`src/rtl/mpe_pkg.sv`:
```
// Shared types and latency helpers for the MPE column controller.
package mpe_pkg;

  typedef enum logic [2:0] {IDLE, LOAD_W, STREAM, DRAIN, DONE} ctrl_state_t;

  localparam int NUMBER_PE_DFLT  = 9;
  localparam int PE_LATENCY_DFLT = 1;

  // Cycles from PE0 capture to the last PE's psum update.
  function automatic int skew_depth(input int npe, input int lat);
    return npe * lat;
  endfunction

  localparam int SKEW_DEPTH = skew_depth(NUMBER_PE_DFLT, PE_LATENCY_DFLT);
  localparam int TOTAL_LAT  = skew_depth(NUMBER_PE_DFLT, PE_LATENCY_DFLT);

endpackage

```
`src/rtl/mpe_skew_line.sv`:
```
// Token shift register plus per-word data skew; word k reaches its tap k*PE_LATENCY
// cycles after PE0, and each tap holds its last value between tokens.
module mpe_skew_line
  import mpe_pkg::*;
#(
  parameter int DATA_WIDTH = 32,
  parameter int NUMBER_PE  = 9,
  parameter int PE_LATENCY = 1
) (
  input  logic                                 i_clk,
  input  logic                                 i_rest_n,
  input  logic                                 vld_i,
  input  logic [NUMBER_PE-1:0][DATA_WIDTH-1:0] data_i,
  output logic [NUMBER_PE-1:0]                 left_tap_o,
  output logic [NUMBER_PE-1:0]                 right_tap_o,
  output logic                                 last_tap_o,
  output logic [NUMBER_PE-1:0][DATA_WIDTH-1:0] data_tap_o
);

  localparam int STAGES = skew_depth(NUMBER_PE, PE_LATENCY) + 1;

  logic [STAGES:1] vld_q;
  logic [STAGES:0] vld_pipe;

  assign vld_pipe   = {vld_q, vld_i};
  assign last_tap_o = vld_pipe[STAGES];

  always_ff @(posedge i_clk or negedge i_rest_n) begin
    if (!i_rest_n) vld_q <= '0;
    else           vld_q <= vld_pipe[STAGES-1:0];
  end

  for (genvar k = 0; k < NUMBER_PE; k++) begin : g_lane
    localparam int D = 1 + k * PE_LATENCY;
    logic [D:1][DATA_WIDTH-1:0] d_q;
    logic [DATA_WIDTH-1:0]      din;

    assign din            = data_i[k];
    assign left_tap_o[k]  = vld_pipe[D];
    assign right_tap_o[k] = vld_pipe[D+1];
    assign data_tap_o[k]  = d_q[D];

    // Stages only load behind a token, so gaps never disturb held words.
    always_ff @(posedge i_clk or negedge i_rest_n) begin
      if (!i_rest_n) d_q <= '0;
      else begin
        if (vld_pipe[0]) d_q[1] <= din;
        for (int j = 2; j <= D; j++)
          if (vld_pipe[j-1]) d_q[j] <= d_q[j-1];
      end
    end
  end

endmodule

```
`src/rtl/mpe_col_ctrl.sv`:
```
// Column sequencer: one weight load per job, then streams fmap vectors through the skew line.
module mpe_col_ctrl
  import mpe_pkg::*;
#(
  parameter int DATA_WIDTH = 32,
  parameter int NUMBER_PE  = 9,
  parameter int PE_LATENCY = 1,
  parameter int CNT_W      = 16
) (
  input  logic                            i_clk,
  input  logic                            i_rest_n,
  input  logic                            start,
  input  logic [CNT_W-1:0]                num_vec,
  output logic                            busy,
  output logic                            done,
  input  logic                            w_valid,
  output logic                            w_ready,
  output logic                            weight_en,
  input  logic                            in_valid,
  output logic                            in_ready,
  input  logic [NUMBER_PE*DATA_WIDTH-1:0] in_fmap,
  output logic [NUMBER_PE-1:0]            i_left_en,
  output logic [NUMBER_PE-1:0]            i_right_en,
  output logic [NUMBER_PE*DATA_WIDTH-1:0] o_fmap,
  output logic                            out_valid,
  output logic [CNT_W-1:0]                out_idx
);

  ctrl_state_t      state_q;
  logic [CNT_W-1:0] nvec_q, iss_q, idx_q;
  logic             busy_q, done_q, w_ready_q, weight_en_q, in_ready_q;
  logic             accept;

  assign accept    = in_valid && in_ready_q;
  assign busy      = busy_q;
  assign done      = done_q;
  assign w_ready   = w_ready_q;
  assign weight_en = weight_en_q;
  assign in_ready  = in_ready_q;
  assign out_idx   = idx_q;

  always_ff @(posedge i_clk or negedge i_rest_n) begin
    if (!i_rest_n) begin
      state_q     <= IDLE;
      nvec_q      <= '0;
      iss_q       <= '0;
      idx_q       <= '0;
      busy_q      <= 1'b0;
      done_q      <= 1'b0;
      w_ready_q   <= 1'b0;
      weight_en_q <= 1'b0;
      in_ready_q  <= 1'b0;
    end else begin
      weight_en_q <= 1'b0;
      done_q      <= 1'b0;
      if (accept)    iss_q <= iss_q + CNT_W'(1);
      if (out_valid) idx_q <= idx_q + CNT_W'(1);
      case (state_q)
        IDLE: if (start) begin
          if (num_vec != '0) begin
            nvec_q    <= num_vec;
            iss_q     <= '0;
            idx_q     <= '0;
            busy_q    <= 1'b1;
            w_ready_q <= 1'b1;
            state_q   <= LOAD_W;
          end else begin
            done_q <= 1'b1;
          end
        end
        LOAD_W: if (w_valid) begin
          w_ready_q   <= 1'b0;
          weight_en_q <= 1'b1;
          in_ready_q  <= 1'b1;
          state_q     <= STREAM;
        end
        STREAM: if (accept && (iss_q + CNT_W'(1)) == nvec_q) begin
          in_ready_q <= 1'b0;
          state_q    <= DRAIN;
        end
        // idx_q reaches nvec_q only after the final out_valid edge, so done always trails it.
        DRAIN: if (idx_q == nvec_q) begin
          done_q  <= 1'b1;
          state_q <= DONE;
        end
        DONE: begin
          busy_q  <= 1'b0;
          state_q <= IDLE;
        end
        default: state_q <= IDLE;
      endcase
    end
  end

  mpe_skew_line #(
    .DATA_WIDTH (DATA_WIDTH),
    .NUMBER_PE  (NUMBER_PE),
    .PE_LATENCY (PE_LATENCY)
  ) u_skew (
    .i_clk       (i_clk),
    .i_rest_n    (i_rest_n),
    .vld_i       (accept),
    .data_i      (in_fmap),
    .left_tap_o  (i_left_en),
    .right_tap_o (i_right_en),
    .last_tap_o  (out_valid),
    .data_tap_o  (o_fmap)
  );

endmodule

```
`config.mk`:
```
export PLATFORM = sky130hd
export DESIGN_NAME = mpe_col_ctrl
export DESIGN_NICKNAME = d
export VERILOG_FILES = /design/src/rtl/mpe_pkg.sv /design/src/rtl/mpe_skew_line.sv /design/src/rtl/mpe_col_ctrl.sv
export SDC_FILE = /design/constraint.sdc
export NUM_CORES = 2
export LEC_CHECK = 0
export ABC_AREA = 0
export CAP_MARGIN = 10
export CORE_ASPECT_RATIO = 0.5
export CORE_MARGIN = 1
export CORE_UTILIZATION = 24
export CTS_CLUSTER_DIAMETER = 150
export CTS_CLUSTER_SIZE = 24
export DETAILED_ROUTE_END_ITERATION = 12
export PLACE_DENSITY_LB_ADDON = 0.1
export SYNTH_ARGS = -nofsm -noshare
export SYNTH_HDL_FRONTEND = slang
export SYNTH_SLANG_ARGS = --single-unit
```
`constraint.sdc`:
```
create_clock -name i_clk -period 2.3 [get_ports i_clk]
set_clock_uncertainty 0.05 [all_clocks]
set_input_delay 0.345 -clock i_clk [delete_from_list [all_inputs] [get_ports i_clk]]
set_output_delay 0.345 -clock i_clk [all_outputs]
set_load 0.05 [all_outputs]
```
==> results by group <==
Worst setup path
  • Crit. Startpoint: out_idx[5]
  • Crit Path Class: flop to output port
  • CP required: 1.90 ns
  • RR Startpoint: iss_q[2]
  • Setup crit end kind: output port
  • Kind of start point of the critical path: flop
  • Arrival time at the worst endpoint: 1.81 ns
  • R2R Setup Slk: 0.11 ns
  • Critical path fanouts, max: 6

Timing
  • Hold Fails Final Rpt: 0
  • Final slew viol count: 0
  • RSZ-0062 raised after global routing: no
  • Period utilization: 96.0%
  • Slew @ Worst Pin: 0.777 ns
  • Final setup viols: 0
  • Final worst path period need: 2.21 ns
  • Relative slew margins: 48.2%
  • Max Fclk: 0.453 GHz

Drt
  • DR iter-0 viols: 1329
  • Post-Route WL: 160000 um
  • Vias per cell: 4.08
  • Routed Antenna Nets: 0
  • Via count: 32100
  • Total iterations of the first detailed-routing run: 5
  • Post-route DRC: 0
  • WL/cell: 20.3 um

Hold path
  • Worst hold path class: primary input to flop
  • Hold path startpoint: in_fmap[197]

Floorplan
  • Die X: 699 um
  • Core Footprint: 0.241 mm^2
  • Starting Density: 24.2%
  • Die area: 0.245 mm^2
  • IO Pins: 637
  • Std-Cell Rows: 127
  • Die Height: 351 um

Power
  • Pwr dens: 1150 mW/mm^2
  • Peak supply drop: 0.455 mV
  • Static leakage: 0.0318 uW
  • Power, Total: 80500 uW

GRT
  • First-pass GRT wire length: 242000 um
  • Vias in the first global route: 35500
  • Overall global routing resource usage: 13.0%
  • Largest net degree at the start of global routing: 126
  • GRT overflow: 0
  • Initial antenna violation count: 31

Cells and area
  • Area Growth Syn to Fin: 19.8%
  • Fill cells: 24500
  • Proportion of layout cells with a drive suffix above 1: 31.7%
  • Final nets: 4947
  • Area of the multi-input gates: 0.0179 mm^2
  • Post-layout util: 29.0%
  • FF+latch area: 0.0377 mm^2

Synthesis
  • Yosys top cell area share: 64.6%
  • Async S/R FF share, synth: 100%
  • Synth area leader: dfrtp_1
  • Yosys warns: 0
  • Post-Synth Adder-Cell Area: 0.0429%
  • Synth Cell Area: 0.0584 mm^2
  • Simple logic cell fraction of the synthesized area: 6.72%
  • Post-synth EDFFs: 0
  • Top_reg_cell synth: dfrtp_1
  • Syn Nets: 4545
  • Multiplexer area fraction after synthesis: 22.6%
  • Netlist cell types: 51
  • Post-Synthesis Mean Instance Area: 13.8 um^2
  • Synth Register Bits: 1506
  • Post-synthesis xor/xnor area fraction: 0.975%
  • Largest family of logic cells by synthesized area: multiplexers
  • Post-Syn Instances: 4234
  • Synth Area in Compound Gates: 0.343%
  • Top cells by area, synth: dfrtp_1 65%, mux2_2 23%, nand2_1 5.7%
  • Register area share after synthesis: 64.6%

Clocking
  • CTS root buf: clkbuf_16
  • CTS sink count: 1506
  • Worst-case clock buffer depth: 3
  • Insertion delay to the later sink of the worst-skew pair: 0.71 ns
  • # H-tree levels: 3
  • Reg clk slew, reported paths: 0.12 ns
  • Num CTS Buffers: 72
  • CTS tree: yes

Placed design
  • Number of port buffers: 636
  • Routability cong.: 0.746
  • Post-detail-place hpwl: 105000 um

Flow run
  • Max_cap viols: 0

Outcome
  • Status: completed
per-layer routing:
metal | global-route usage (%) | vias to the layer above | share of wire [%] | wire (um)
li1 | - | 14600 | - | -
met1 | 15.6 | 17100 | 41 | 66200
met2 | 24.9 | 258 | 55 | 87400
met3 | 1.64 | 156 | 2.1 | 3340
met4 | 2.74 | 2 | 1.8 | 2950
met5 | 0 | - | 0.0081 | 13
synthesized netlist by cell type, types with 3 or more instances:
library cell,count
nand3_1,11
buf_4,266
buf_1,19
and3_1,8
nor4_1,8
a21oi_1,9
nand4_1,11
a211o_1,3
mux2_2,1168
nand2b_1,3
nor3_1,4
inv_1,6
dfrtp_1,1506
buf_2,27
a31oi_1,3
xnor2_1,21
clkbuf_1,152
xor2_1,44
o21ai_0,3
nand2_1,887
nor2_1,39
through the flow:
step,std cells,area [um^2],hold WS (ns),TNS [ns],worst slack [ns]
floorplan,4234,58400,-0.000591,0,0.207
global placement,7779,68100,0.258,-25.54,-0.584
detailed placement,7779,68100,0.252,-28.15,-0.663
CTS,7873,69900,0.00670,0,0.00456
global route,7883,69900,0.0356,0,0.00572
finish,7883,69900,0.0972,0,0.0917
final cells by class:
class,instances,area share [%]
Antenna cell,8,0.0286
Sequential cell,1506,53.9
Timing Repair Buffer,792,11.8
Inverter,7,0.0483
Clock buffer,82,2.69
Multi-Input combinational cell,2257,25.6
Clock inverter,6,0.116
Tap cell,3225,5.77
cells in the final DEF, fill, tap and decap left out, types with 4 or more instances in the layout:
| cell | n |
|---|---|
| clkbuf_16 | 74 |
| nand4_1 | 11 |
| mux2_2 | 1168 |
| nor2_1 | 39 |
| clkdlybuf4s50_1 | 307 |
| and3_1 | 8 |
| xnor2_1 | 21 |
| dfrtp_1 | 1497 |
| diode_2 | 8 |
| nand3_1 | 10 |
| buf_12 | 76 |
| bufbuf_16 | 4 |
| buf_16 | 5 |
| a21oi_1 | 9 |
| xor2_1 | 44 |
| nor4_1 | 8 |
| buf_4 | 114 |
| clkdlybuf4s15_2 | 4 |
| dlygate4sd2_1 | 276 |
| dfrtp_4 | 7 |
| nand2_1 | 886 |
| nor3_1 | 4 |
| clkbuf_1 | 8 |
| inv_1 | 6 |
path summary, 6_finish.rpt:
| check | endpoint | cells past startpoint |
|---|---|---|
| max in group asynchronous | u_skew.data_tap_o[140] | 3 |
| min reg2reg | u_skew.g_lane[0].d_q[2] | 2 |
| min | u_skew.g_lane[6].d_q[5] | 3 |
| min in group asynchronous | u_skew.g_lane[2].d_q[9] | 2 |
| max | out_idx[5] | 2 |
| max reg2reg | in_ready | 6 |
registers in the layout, indices dropped and copies added (netlist names):
signal / cells
u_skew.g_lane.d_q: 1184
w_ready: 1
nvec_q: 16
u_skew.data_tap_o: 256
u_skew.vld_q: 10
in_ready: 1
out_idx: 16
busy: 1
state_q: 3
iss_q: 16
weight_en: 1
done: 1
report_power, final:
| part | switching, uW | internal (uW) | total [uW] |
|---|---|---|---|
| Sequential | 5300 | 35500 | 40800 |
| Combinational | 14400 | 10500 | 24900 |
| Clock | 8950 | 5920 | 14900 |
worst max-delay path, stage by stage (launching register included):
cell,delay [ns]
dfrtp_1,0.38
buf_4,0.15
clkdlybuf4s15_1,0.56
repair_timing:
item / 4_1_cts / 5_1_grt
cloned: 4 / 0
endpoints found under the hold margin: 229 / 0
pin swaps: 2 / 1
setup buffers: 2 / 1
endpoints found under the setup margin: 316 / 3
resized for setup: 300 / 4
hold buffers: 1 / 0
cell families (layout without fill, tap and decap cells):
kind of cell | count (synthesis) | count (layout)
DFF | 1506 | 1506
muxes | 1169 | 1169
and+or+nand+nor | 992 | 992
buffers and inverters | 471 | 887
xor gates and xnor gates | 65 | 65
AOI/OAI and AO/OA | 29 | 29
adders and majority gates | 2 | 2
other | 0 | 8
No activity file was read; power rests on OpenSTA's default activity.
